$ cat src/rtl/corral_pkg.sv
// corral_pkg: shared state encoding and sizing for the corral game host.
package corral_pkg;
   localparam int POS_W         = 4;
   localparam int MOVE_W        = 3;
   localparam int CNT_W         = 8;
   localparam int GRESET_CYCLES = 2;
   typedef enum logic [2:0] {
      IDLE,
      ISSUE,
      CAP_COWBOY,
      CAP_HORSE,
      RESULT,
      GRESET
   } state_t;
endpackage

$ cat src/rtl/corral_host.sv
// corral_host: sequences one move into the corral game and captures its serial result.
//   clock/reset_n              : system clock, async active-low reset
//   cmd_valid/cmd_move/cmd_ready: move request handshake
//   new_game                   : restart request (honoured in IDLE and RESULT only)
//   res_*/res_valid/res_ready  : captured result, held until consumed
//   move_count                 : saturating count of completed moves
//   g_enter/g_move/g_reset     : registered pins toward the game
//   g_data/g_gameover/g_lostwon/g_ready : pins from the game
module corral_host
   import corral_pkg::*;
(
   input  logic              clock,
   input  logic              reset_n,
   input  logic              cmd_valid,
   input  logic [MOVE_W-1:0] cmd_move,
   output logic              cmd_ready,
   input  logic              new_game,
   output logic              res_valid,
   input  logic              res_ready,
   output logic [POS_W-1:0]  res_cowboy,
   output logic [POS_W-1:0]  res_horse,
   output logic              res_gameover,
   output logic              res_lostwon,
   output logic [CNT_W-1:0]  move_count,
   output logic              g_enter,
   output logic [MOVE_W-1:0] g_move,
   output logic              g_reset,
   input  logic [POS_W-1:0]  g_data,
   input  logic              g_gameover,
   input  logic              g_lostwon,
   input  logic              g_ready,
   output logic              res_ready_flag
);
   state_t            state, state_nx;
   logic              over_flag, over_nx;
   logic [1:0]        gr_cnt, gr_cnt_nx;
   logic              g_enter_nx, g_reset_nx;
   logic [MOVE_W-1:0] g_move_nx;
   logic [POS_W-1:0]  cowboy_nx, horse_nx;
   logic              gameover_nx, lostwon_nx, ready_flag_nx;
   logic [CNT_W-1:0]  count_nx;
   logic              start_gr;
   assign cmd_ready = state == IDLE && !over_flag && !new_game;
   assign res_valid = state == RESULT;
   // A restart is only honoured between transactions; mid-capture it is dropped.
   assign start_gr  = new_game && (state == IDLE || state == RESULT);
   always_comb begin
      state_nx      = state;
      over_nx       = over_flag;
      gr_cnt_nx     = gr_cnt;
      g_enter_nx    = 1'b0;
      g_reset_nx    = 1'b0;
      g_move_nx     = g_move;
      cowboy_nx     = res_cowboy;
      horse_nx      = res_horse;
      gameover_nx   = res_gameover;
      lostwon_nx    = res_lostwon;
      ready_flag_nx = res_ready_flag;
      count_nx      = move_count;
      case (state)
         IDLE: if (cmd_valid && cmd_ready) begin
            g_enter_nx = 1'b1;
            g_move_nx  = cmd_move;
            state_nx   = ISSUE;
         end
         ISSUE: begin
            g_move_nx = '0;
            state_nx  = CAP_COWBOY;
         end
         CAP_COWBOY: begin
            cowboy_nx = g_data;
            state_nx  = CAP_HORSE;
         end
         CAP_HORSE: begin
            horse_nx      = g_data;
            gameover_nx   = g_gameover;
            lostwon_nx    = g_lostwon;
            ready_flag_nx = g_ready;
            over_nx       = over_flag || g_gameover;
            count_nx      = &move_count ? move_count : move_count + 1'b1;
            state_nx      = RESULT;
         end
         RESULT: state_nx = res_ready ? IDLE : RESULT;
         GRESET: begin
            // gr_cnt counts cycles already spent with g_reset high.
            g_reset_nx = gr_cnt != 2'(GRESET_CYCLES - 1);
            gr_cnt_nx  = gr_cnt + 1'b1;
            state_nx   = g_reset_nx ? GRESET : IDLE;
         end
         default: state_nx = IDLE;
      endcase
      // Restart outranks a simultaneous res_ready; the pending result is dropped.
      if (start_gr) begin
         state_nx      = GRESET;
         g_reset_nx    = 1'b1;
         gr_cnt_nx     = '0;
         over_nx       = 1'b0;
         count_nx      = '0;
         cowboy_nx     = '0;
         horse_nx      = '0;
         gameover_nx   = 1'b0;
         lostwon_nx    = 1'b0;
         ready_flag_nx = 1'b0;
      end
   end
   always_ff @(posedge clock or negedge reset_n) begin
      if (!reset_n) begin
         state          <= IDLE;
         over_flag      <= 1'b0;
         gr_cnt         <= '0;
         g_enter        <= 1'b0;
         g_move         <= '0;
         g_reset        <= 1'b1;
         res_cowboy     <= '0;
         res_horse      <= '0;
         res_gameover   <= 1'b0;
         res_lostwon    <= 1'b0;
         res_ready_flag <= 1'b0;
         move_count     <= '0;
      end else begin
         state          <= state_nx;
         over_flag      <= over_nx;
         gr_cnt         <= gr_cnt_nx;
         g_enter        <= g_enter_nx;
         g_move         <= g_move_nx;
         g_reset        <= g_reset_nx;
         res_cowboy     <= cowboy_nx;
         res_horse      <= horse_nx;
         res_gameover   <= gameover_nx;
         res_lostwon    <= lostwon_nx;
         res_ready_flag <= ready_flag_nx;
         move_count     <= count_nx;
      end
   end
endmodule

$ cat config.mk
export PLATFORM = sky130hd
export DESIGN_NAME = corral_host
export DESIGN_NICKNAME = d
export VERILOG_FILES = /design/src/rtl/corral_pkg.sv /design/src/rtl/corral_host.sv
export SDC_FILE = /design/constraint.sdc
export NUM_CORES = 1
export LEC_CHECK = 0
export ABC_CLOCK_PERIOD_IN_PS = 2700
export BUFFER_PORTS_ARGS = -buffer_cell sky130_fd_sc_hd__buf_2
export CAP_MARGIN = 10
export CORE_MARGIN = 2
export CORE_UTILIZATION = 45
export DETAILED_ROUTE_END_ITERATION = 7
export PLACE_DENSITY = 0.71
export SYNTH_ARGS = -nofsm -noshare
export SYNTH_HDL_FRONTEND = slang
export SYNTH_SLANG_ARGS = --single-unit
$ cat constraint.sdc
create_clock -name clock -period 2.7 [get_ports clock]
set_clock_uncertainty 0.05 [all_clocks]
set_input_delay 0.54 -clock clock [delete_from_list [all_inputs] [get_ports clock]]
set_output_delay 0.54 -clock clock [all_outputs]
set_load 0.01 [all_outputs]
# Word level (Yosys, flattened, before mapping)
# Cells that the tools add are included.
# totals
input_bits	15
reg_bits	30
output_inout_bits	26
elab_cells	67
# op_classes
n_mux	28
eq_ne	9
n_reduce_logical	16
addsub	2
# ops
operator	n
$mux W8	3
$pmux W3 S6	1
$mux W4	4
$mux W3	5
$mux W1	12
$add A8 B1 Y8 const B	1
$reduce_and A8 Y1	1
$reduce_bool A2 Y1	4
$eq A3 B2 Y1 const B	2
$eq A3 B3 Y1 const B	2
$pmux W3 S2	1
$logic_and A1 B1 Y1	4
$mux W2	2
$ne A2 B1 Y1 const B	2
$reduce_and A2 Y1	2
$eq A3 B1 Y1 const B	1
$logic_not A3 Y1	1
$ne A3 B2 Y1 const B	1
$add A2 B1 Y2 const B	1
$logic_not A1 Y1	2
$logic_or A1 B1 Y1	2
$ne A2 B2 Y1 const B	1

# Longest topological paths before layout
# Gate-level depths: netlist of the first run.
# logic_depth
word_depth	7
mapped_depth	6
ltp_nobuf	5

# Worst setup path after synthesis of the first run
# No wires, ideal clock.
# synth_timing
kind	reg2out
from	register state[2]
to	output res_valid
stages_incl_launch_ff	4
t_arrival_ns	1.009
n_path_buf	1
slack_ns	1.101
required_time_ns	2.110
path_cell_list	dfrtp_1 -> clkbuf_1 -> nand2_1 -> nor2_1
# synth_between
elab_chain_len	1
# synth_rtl
element	line	source
start: declaration	corral_host.sv:34	state_t state, state_nx;
start signal: assignment	corral_host.sv:121	state <= state_nx;
$eq A3 B3 Y1	corral_host.sv:44	assign res_valid = state == RESULT;
end: declaration	corral_host.sv:18	output logic res_valid,
# Every way passes these cells.

# Final worst setup path of the first run
# layout_timing
from	register state[0]
to	output cmd_ready
# layout_between
elab_chain_len	3
# layout_rtl
element	line	source
$logic_not A3 Y1	corral_host.sv:43	assign cmd_ready = state == IDLE && !over_flag && !new_game;
$logic_and A1 B1 Y1 (2 in a row)	corral_host.sv:43	
end: declaration	corral_host.sv:16	output logic cmd_ready,
# Every way passes these cells.

==> results.sh, run 1 <==
export IMPL_ys_async_sr_fraction_pct=100
export IMPL_clock_fmax_ghz=0.462
export IMPL_final_setup_viol_count=0
export IMPL_fin_crit_sh_pct=80.1
export IMPL_die_height_um=60.2
export IMPL_slowest_stage="dfrtp_1"
export IMPL_crit_chain="nor2_1 -> and3b_1 -> buf_2"
export IMPL_cts_sinks=30
export IMPL_worst_slack_ps=536
export IMPL_cp_buffers_inverters=1
export IMPL_dr_pass1_iters=4
export IMPL_via_per_inst=5.27
export IMPL_ys_types=37
export IMPL_grt_pass1_vias=1116
export IMPL_cp_arrival_ps=1570
export IMPL_maxCapViolations=0
export IMPL_vdd_ir_drop_max_v=0.000476
export IMPL_leakage_uw=0.000880
export IMPL_synth_seq_cells=30
export IMPL_synth_top_area_cell="dfrtp_1"
export IMPL_cp_start_kind="flip-flop"
export IMPL_power_density_mw_per_mm2=934
export IMPL_synth_edf_count=0
export IMPL_synth_top_cells_by_area="dfrtp_1 (51%), nor2_1 (4.2%), nand2_1 (4.0%)"
export IMPL_met3_length_um=170
export IMPL_syn_num_nets=156
export IMPL_synth_seq_area_share_pct=53.0
export IMPL_insertion_delay_ps=330
export IMPL_cp_end_kind="output port"
export IMPL_worstPathMaxFanout=16
export IMPL_finalInstanceArea_mm2=0.00172
export IMPL_top_layer_used="met4"
export IMPL_grt_pass1_wl_um=4940
export IMPL_overflow=0
export IMPL_initial_core_util_pct=46.9
export IMPL_drv_slew=0
export IMPL_drt_iter0_drc=31
export IMPL_synthFlopType="dfrtp_1"
export IMPL_grtUsageTotal_pct=18.6
export IMPL_core_mm2=0.00303
export IMPL_holdWs_ps=178
export IMPL_cts_tree="done"
export IMPL_die_area_mm2=0.00362
export IMPL_crit_type="reg2out"
export IMPL_synthMostInstantiatedCell="dfrtp_1"
export IMPL_syn2layout_area_growth_pct=21.0
export IMPL_slowest_delay_ps=550
export IMPL_antenna_found_initial=0
export IMPL_cts_path_max_buffers=2
export IMPL_wl_um=2950
export IMPL_cts_resized_gates=0
export IMPL_hold_path_class="in2async"
export IMPL_hpwl_um=2210
export IMPL_drt_met1_wl_um=1360
export IMPL_syn_area_mm2=0.00142
export IMPL_syn_area_per_cell_um2=10.2
export IMPL_root_buffer="clkbuf_4"
export IMPL_syn_inst=139
export IMPL_io_buffers=40
export IMPL_n_fill_cell=288
export IMPL_drc=0
export IMPL_ios=41
export IMPL_outcome="completed"
export IMPL_layout_nets=199
export IMPL_cp_required_ps=2110
export IMPL_cts_hold_buf=0
export IMPL_worstMarginPinSlew_ps=657
export IMPL_path_delay_family="simple AND/OR/NAND/NOR gates"
export IMPL_period_minus_slack_ps=2160
export IMPL_seqCellArea_um2=752
export IMPL_rsz0062_at_grt="false"
export IMPL_dpl_instance_area_mm2=0.00166
export IMPL_synthTopCellsByCount="dfrtp_1 (29), nor2_1 (16), nand2_1 (15)"
export IMPL_cts_setup_buffers=0
export IMPL_rows=20
export IMPL_dr_wl_met2_um=1350
export IMPL_tns_ps=0
export IMPL_vias=1197
export IMPL_drive_above_1_share_pct=30.6
export IMPL_cts_htree_levels=2
export IMPL_hold_viol=0
export IMPL_dpl_worst_slack_ps=887
export IMPL_cts_buffers=5
export IMPL_ys_warn_count=0
export IMPL_ant_nets=0
export IMPL_grt_max_degree=31
export IMPL_gp_congestion=0.870
export IMPL_maxSlewHeadroom_pct=56.2
export IMPL_clk_pin_slew_worst_paths_ps=90
export IMPL_synth_top_area_share_pct=51.1
export IMPL_wl_per_cell_um=13.0
export IMPL_multi_input_area_um2=624
export IMPL_antenna_cells=0
export IMPL_die_x_um=60.2
[stage by stage]
stage	instances	power, uW	utilization, %
after global routing	227	1730	56.7
after detailed placement	219	1350	54.8
final	227	1600	56.7
after floorplan	139	1140	-
after CTS	227	1620	56.7
after global placement	219	1320	54.8
[logic make-up after synthesis]
family	share of synthesized area [%]
and+or+nand+nor	21.1
AOI/OAI and AO/OA	15.6
DFF	53.0
buffers and inverters	3.08
muxes	4.32
xor gates and xnor gates	1.23
adders and majority gates	1.76
[final timing paths]
kind	from	end	slack, ps	cells past startpoint
setup / recovery	state[0]	cmd_ready	540	3
hold / removal	reset_n	res_horse[3]	180	1
setup reg to reg	state[0]	move_count[3]	980	4
hold reg to reg	res_ready_flag	res_ready_flag	450	1
max in group asynchronous	reset_n	move_count[7]	2000	1
min in group clock	g_ready	res_ready_flag	380	2
[power by group]
part / total (uW) / switching (uW) / internal [uW]
combinational: 597 / 317 / 280
sequential: 731 / 146 / 585
clock: 275 / 149 / 126
total: 1600 / 613 / 991
[flip-flops by register name, summed over array words and instances (netlist names)]
| register | count |
|---|---|
| move_count | 8 |
| res_cowboy | 4 |
| res_horse | 4 |
| g_move | 3 |
| state | 3 |
| gr_cnt | 2 |
| g_enter | 1 |
| g_reset | 1 |
| over_flag | 1 |
| res_gameover | 1 |
| res_lostwon | 1 |
| res_ready_flag | 1 |
[layout by cell type (no fill, tap or decap), drive strengths merged, types with 3 or more instances in the layout]
master,instances
a211oi,4
a21oi,9
a22o,5
a22oi,4
buf,42
clkbuf,7
dfrtp,29
inv,3
mux2i,5
nand2,15
nand2b,3
nand3,4
nor2,16
nor3,3
nor3b,3
o21ai,6
[routing by layer]
layer | up-vias | track usage (%)
li1 | 585 | -
met1 | 567 | 23.0
met2 | 36 | 29.7
met3 | 9 | 6.49
met4 | 0 | 7.30
met5 | - | 0
[cell type report]
cell class                 instances  area share (%)
inverter                           3           0.655
clock inverter                     1           0.291
timing repair buffer              42            12.5
multi-input combinational        100            36.3
tap                               44            3.20
sequential                        30            43.8
clock buffer                       7            3.20
Note: power is estimated with default switching activity, not from simulation.
==> inputs of run 2 (changes only) <==
--- a/config.mk
+++ b/config.mk
@@ -5,13 +5,13 @@
 export SDC_FILE = /design/constraint.sdc
 export NUM_CORES = 1
 export LEC_CHECK = 0
-export ABC_CLOCK_PERIOD_IN_PS = 2700
+export ABC_CLOCK_PERIOD_IN_PS = 1900
 export BUFFER_PORTS_ARGS = -buffer_cell sky130_fd_sc_hd__buf_2
 export CAP_MARGIN = 10
 export CORE_MARGIN = 2
 export CORE_UTILIZATION = 45
 export DETAILED_ROUTE_END_ITERATION = 7
-export PLACE_DENSITY = 0.71
+export PLACE_DENSITY = 0.74
 export SYNTH_ARGS = -nofsm -noshare
 export SYNTH_HDL_FRONTEND = slang
 export SYNTH_SLANG_ARGS = --single-unit
==> constraint.sdc (replaced) <==
create_clock -name clock -period 1.9 [get_ports clock]
set_clock_uncertainty 0.05 [all_clocks]
set_input_delay 0.38 -clock clock [delete_from_list [all_inputs] [get_ports clock]]
set_output_delay 0.38 -clock clock [all_outputs]
set_load 0.01 [all_outputs]
==> results.sh, run 2 (synthesis gave the netlist of run 1 again) <==
export IMPL_outcome="completed"
export IMPL_slowest_delay_ps=490
export IMPL_cp_start_kind="flip-flop"
export IMPL_rows=20
export IMPL_cell_internal_pwr_uw=1460
export IMPL_hold_path_class="in2async"
export IMPL_rsz0062_at_grt="false"
export IMPL_finalCoreUtilization_pct=57.9
export IMPL_layout_common_cells="buf_2 (40), dfrtp_1 (28), nand2_1 (15), nor2_1 (15), a21oi_1 (9)"
export IMPL_switching_power_uw=895
export IMPL_cp_arrival_ps=1350
export IMPL_drt_iter0_drc=54
export IMPL_cp_buffers_inverters=2
export IMPL_leakage_uw=0.000899
export IMPL_slowest_stage="dfrtp_2"
export IMPL_dpl_instance_area_mm2=0.00169
export IMPL_die_x_um=60.2
export IMPL_hold_viol=0
export IMPL_p_seq_share_pct=42.6
export IMPL_core_mm2=0.00303
export IMPL_power_density_mw_per_mm2=1350
export IMPL_dr_pass1_iters=4
export IMPL_crit_chain="inv_2 -> nand2_1 -> nor2_1 -> buf_2"
export IMPL_cts_sinks=30
export IMPL_vdd_ir_drop_max_v=0.000668
export IMPL_crit_type="reg2out"
export IMPL_grt_pass1_vias=1140
export IMPL_antenna_found_initial=0
export IMPL_ant_nets=0
export IMPL_cts_tree="done"
export IMPL_hpwl_um=2250
export IMPL_wl_um=3020
export IMPL_cts_htree_levels=2
export IMPL_cts_setup_buffers=0
export IMPL_period_minus_slack_ps=1780
export IMPL_cts_path_max_buffers=2
export IMPL_rr_startpoint="state[0]"
export IMPL_overflow=0
export IMPL_clock_fmax_ghz=0.562
export IMPL_mostFrequentLayoutCell="buf_2"
export IMPL_grt_pass1_wl_um=5150
export IMPL_initial_core_util_pct=46.9
export IMPL_cts_resized_gates=0
export IMPL_syn2layout_area_growth_pct=23.3
export IMPL_worstMarginPinSlew_ps=660
export IMPL_clk_pin_slew_worst_paths_ps=100
export IMPL_die_area_mm2=0.00362
export IMPL_cp_end_kind="output port"
export IMPL_finalInstanceArea_mm2=0.00175
export IMPL_p_clk_share_pct=16.7
export IMPL_place_inst=223
export IMPL_wl_per_cell_um=13.1
export IMPL_die_height_um=60.2
export IMPL_insertion_delay_ps=320
export IMPL_ios=41
export IMPL_antenna_cells=0
export IMPL_root_buffer="clkbuf_4"
export IMPL_maxCapViolations=0
export IMPL_r2r_cells=4
export IMPL_top_regs="move_count: 8 flops, res_cowboy: 4 flops, res_horse: 4 flops"
export IMPL_via_per_inst=5.26
export IMPL_maxSlewHeadroom_pct=56.0
export IMPL_cp_required_ps=1470
export IMPL_rr_endpoint="move_count[3]"
export IMPL_vias=1216
export IMPL_cts_buffers=5
export IMPL_drc=0
export IMPL_worstPathMaxFanout=8
export IMPL_switching_share_pct=38.0
export IMPL_cts_hold_buf=0
export IMPL_grtUsageTotal_pct=19.2
export IMPL_final_setup_viol_count=0
export IMPL_tns_ps=0
export IMPL_drv_slew=0
export IMPL_pwr_share_comb_pct=40.8
export IMPL_drive_above_1_share_pct=33.2
export IMPL_fin_crit_sh_pct=93.7
export IMPL_path_delay_family="flip-flops"
export IMPL_io_buffers=40
export IMPL_layout_nets=203
export IMPL_gp_congestion=0.842
export IMPL_holdWs_ps=21.4
export IMPL_largest_reg_flops=8
export IMPL_grt_max_degree=31
export IMPL_largest_register="move_count"
export IMPL_final_cells=231
export IMPL_rrSetupSlack_ps=230
[run 2: changes by cell type in the layout (fill, tap and decap cells not counted), sizes merged]
cell,change
buf,+4
[run 2: per-stage QoR]
step / setup WS, ps / power (uW)
finish: 119 / 2360
global route: 3.70 / 2570
CTS: 36.2 / 2380
detailed placement: 267 / 1980
global placement: 328 / 1930
floorplan: 419 / 1630
[run 2: final cells by class]
type                            count  area, um2
Fill cell                         271       1280
Sequential cell                    30        753
Multi-Input combinational cell    100        627
Timing Repair Buffer               46        245
Clock buffer                        7       55.1
Tap cell                           44       55.1
Inverter                            3       11.3
Clock inverter                      1       5.00
[run 2: worst max path at each step]
| stage | startpoint | end | slack, ps | cells after the start |
|---|---|---|---|---|
| 2_1_floorplan | move_count[0] | move_count[1] | 420 | 5 |
| 3_3_place_gp | state[0] | move_count[3] | 330 | 4 |
| 3_5_place_dp | state[0] | move_count[3] | 270 | 4 |
| 4_1_cts | state[2] | cmd_ready | 40 | 4 |
| 5_1_grt | state[1] | res_valid | 4 | 4 |
| 6_report | state[1] | res_valid | 120 | 4 |
[run 2: routing by layer]
layer | track usage [%] | vias to the layer above | wire [um]
li1 | - | 594 | -
met1 | 25.2 | 571 | 1370
met2 | 30.0 | 47 | 1410
met3 | 6.28 | 4 | 213
met4 | 6.35 | 0 | 31
met5 | 0 | - | 0
[run 2: power by group through the flow]
stage | registers [uW] | clock network, uW | logic, uW
floorplan | 1010 | 0 | 614
global placement | 998 | 0 | 932
detailed placement | 1010 | 0 | 967
CTS | 1000 | 408 | 971
global route | 1040 | 442 | 1090
finish | 1000 | 393 | 962
==> inputs of run 3 (changes only) <==
--- a/config.mk
+++ b/config.mk
@@ -5,13 +5,14 @@
 export SDC_FILE = /design/constraint.sdc
 export NUM_CORES = 1
 export LEC_CHECK = 0
+export ABC_AREA = 1
 export ABC_CLOCK_PERIOD_IN_PS = 1900
 export BUFFER_PORTS_ARGS = -buffer_cell sky130_fd_sc_hd__buf_2
 export CAP_MARGIN = 10
 export CORE_MARGIN = 2
 export CORE_UTILIZATION = 45
 export DETAILED_ROUTE_END_ITERATION = 7
-export PLACE_DENSITY = 0.74
+export PLACE_DENSITY = 0.73
 export SYNTH_ARGS = -nofsm -noshare
 export SYNTH_HDL_FRONTEND = slang
 export SYNTH_SLANG_ARGS = --single-unit
==> results.sh, run 3 <==
export IMPL_cp_end_kind="output port"
export IMPL_cp_arrival_ps=1340
export IMPL_maxSlewHeadroom_pct=57.0
export IMPL_ys_types=25
export IMPL_crit_type="reg2out"
export IMPL_holdWs_ps=20.2
export IMPL_synth_top_cells_by_area="dfrtp_1 (50%), nand2_1 (14%), nand3_1 (5.5%)"
export IMPL_vias=1238
export IMPL_cts_hold_buf=0
export IMPL_cts_htree_levels=2
export IMPL_grt_pass1_vias=1096
export IMPL_io_buffers=40
export IMPL_synthMostInstantiatedCell="nand2_1"
export IMPL_synth_seq_area_share_pct=52.0
export IMPL_drv_slew=0
export IMPL_insertion_delay_ps=320
export IMPL_cts_path_max_buffers=2
export IMPL_outcome="completed"
export IMPL_final_setup_viol_count=0
export IMPL_antenna_found_initial=0
export IMPL_synth_seq_cells=30
export IMPL_synthTopCellsByCount="nand2_1 (54), dfrtp_1 (29), nand3_1 (16)"
export IMPL_layout_nets=228
export IMPL_hpwl_um=2120
export IMPL_syn2layout_area_growth_pct=19.7
export IMPL_cts_resized_gates=0
export IMPL_cts_setup_buffers=0
export IMPL_power_density_mw_per_mm2=1420
export IMPL_root_buffer="clkbuf_4"
export IMPL_maxCapViolations=0
export IMPL_initial_core_util_pct=47.3
export IMPL_leakage_uw=0.000949
export IMPL_grt_max_degree=31
export IMPL_synth_top_area_share_pct=50.2
export IMPL_rows=20
export IMPL_ys_async_sr_fraction_pct=100
export IMPL_synth_top_area_cell="dfrtp_1"
export IMPL_syn_inst=167
export IMPL_worstPathMaxFanout=5
export IMPL_die_x_um=60.7
export IMPL_ys_warn_count=0
export IMPL_grt_pass1_wl_um=4690
export IMPL_ant_nets=0
export IMPL_slowest_stage="dfrtp_1"
export IMPL_cts_tree="done"
export IMPL_synth_edf_count=0
export IMPL_mostFrequentLayoutCell="nand2_1"
export IMPL_drc=0
export IMPL_cts_sinks=30
export IMPL_clk_pin_slew_worst_paths_ps=90
export IMPL_core_mm2=0.00305
export IMPL_fin_crit_sh_pct=93.0
export IMPL_largest_register="move_count"
export IMPL_syn_area_mm2=0.00145
export IMPL_top_regs="move_count: 8 flops, res_cowboy: 4 flops, res_horse: 4 flops"
export IMPL_drt_iter0_drc=53
export IMPL_grtUsageTotal_pct=17.7
export IMPL_hold_path_class="in2async"
export IMPL_die_height_um=60.7
export IMPL_antenna_cells=0
export IMPL_clock_fmax_ghz=0.566
export IMPL_worstMarginPinSlew_ps=644
export IMPL_crit_chain="nor2_1 -> nand2_1 -> nor3_2 -> buf_2"
export IMPL_syn_area_per_cell_um2=8.65
export IMPL_wl_um=2830
export IMPL_wl_per_cell_um=11.0
export IMPL_cts_buffers=5
export IMPL_syn_num_nets=184
export IMPL_layout_common_cells="nand2_1 (54), buf_2 (40), dfrtp_1 (29)"
export IMPL_n_fill_cell=307
export IMPL_overflow=0
export IMPL_slowest_delay_ps=440
export IMPL_dr_pass1_iters=4
export IMPL_path_delay_family="flip-flops"
export IMPL_cp_required_ps=1470
export IMPL_gp_congestion=0.872
export IMPL_cp_buffers_inverters=1
export IMPL_worst_slack_ps=133
export IMPL_vdd_ir_drop_max_v=0.000730
export IMPL_period_minus_slack_ps=1770
export IMPL_die_area_mm2=0.00368
export IMPL_largest_reg_flops=8
export IMPL_cp_start_kind="flip-flop"
export IMPL_synthFlopType="dfrtp_1"
export IMPL_tns_ps=0
export IMPL_rsz0062_at_grt="false"
export IMPL_drive_above_1_share_pct=32.5
export IMPL_ios=41
export IMPL_hold_viol=0
export IMPL_dpl_worst_slack_ps=412
export IMPL_via_per_inst=4.84
==> run 3: changes by cell type after synthesis, moves of 5 or more <==
cell,delta
nand3_1,+12
inv_1,+12
nor2_1,-5
a22o_1,-5
nand2_1,+39
o21ai_2,+9
nand2_2,+6
mux2i_1,-5
a21oi_1,-7
==> run 3: layout make-up <==
type | count | area [um2] | share of cell area (%)
Sequential cell | 30 | 752 | 43.5
Clock inverter | 1 | 5.00 | 0.289
Inverter | 15 | 57.6 | 3.33
Tap cell | 44 | 55.1 | 3.18
Multi-Input combinational cell | 118 | 598 | 34.6
Clock buffer | 7 | 55.1 | 3.18
Timing Repair Buffer | 41 | 208 | 12.0
==> run 3: routing by layer <==
layer / track usage (%) / vias up / share of wire [%]
met2: 26.3 / 37 / 46
met4: 8.39 / 0 / 2.5
met1: 22.8 / 567 / 45
li1: - / 624 / -
met3: 6.82 / 10 / 6.0
met5: 0 / - / 0
==> run 3: logic make-up (layout without fill, tap and decap cells) <==
| logic type | Yosys count | count (layout) | share of synthesized area, % |
|---|---|---|---|
| xor+xnor | 1 | 1 | 0.606 |
| buf+inv | 19 | 64 | 6.58 |
| compound gates | 21 | 21 | 10.2 |
| simple gates | 94 | 94 | 28.8 |
| fa+ha+maj | 2 | 2 | 1.73 |
| flops | 30 | 30 | 52.0 |
==> run 3: report_power, final <==
part | total [uW] | switching (uW) | internal (uW)
registers | 1030 | 161 | 865
logic | 1040 | 649 | 390
clock network | 391 | 211 | 179
total | 2460 | 1020 | 1440
==> run 3: path summary, 6_finish.rpt <==
path	from	endpoint	slack [ps]	cells past startpoint
min in group clock	cmd_move[2]	g_move[2]	210	3
worst min register to register	res_horse[1]	res_horse[1]	440	2
worst max register to register	state[0]	res_horse[1]	410	6
max in group asynchronous	reset_n	res_cowboy[2]	1360	1
worst max-delay path	state[0]	cmd_ready	130	4
worst min-delay path	reset_n	move_count[3]	20	1
==> run 3: stage by stage <==
step / area, um2 / cells / total power, uW / util [%]
after floorplan: 1450 / 167 / 1800 / -
after CTS: 1730 / 256 / 2490 / 56.7
final: 1730 / 256 / 2460 / 56.7
after detailed placement: 1670 / 248 / 2090 / 54.7
after global placement: 1670 / 248 / 2060 / 54.7
after global routing: 1730 / 256 / 2690 / 56.7
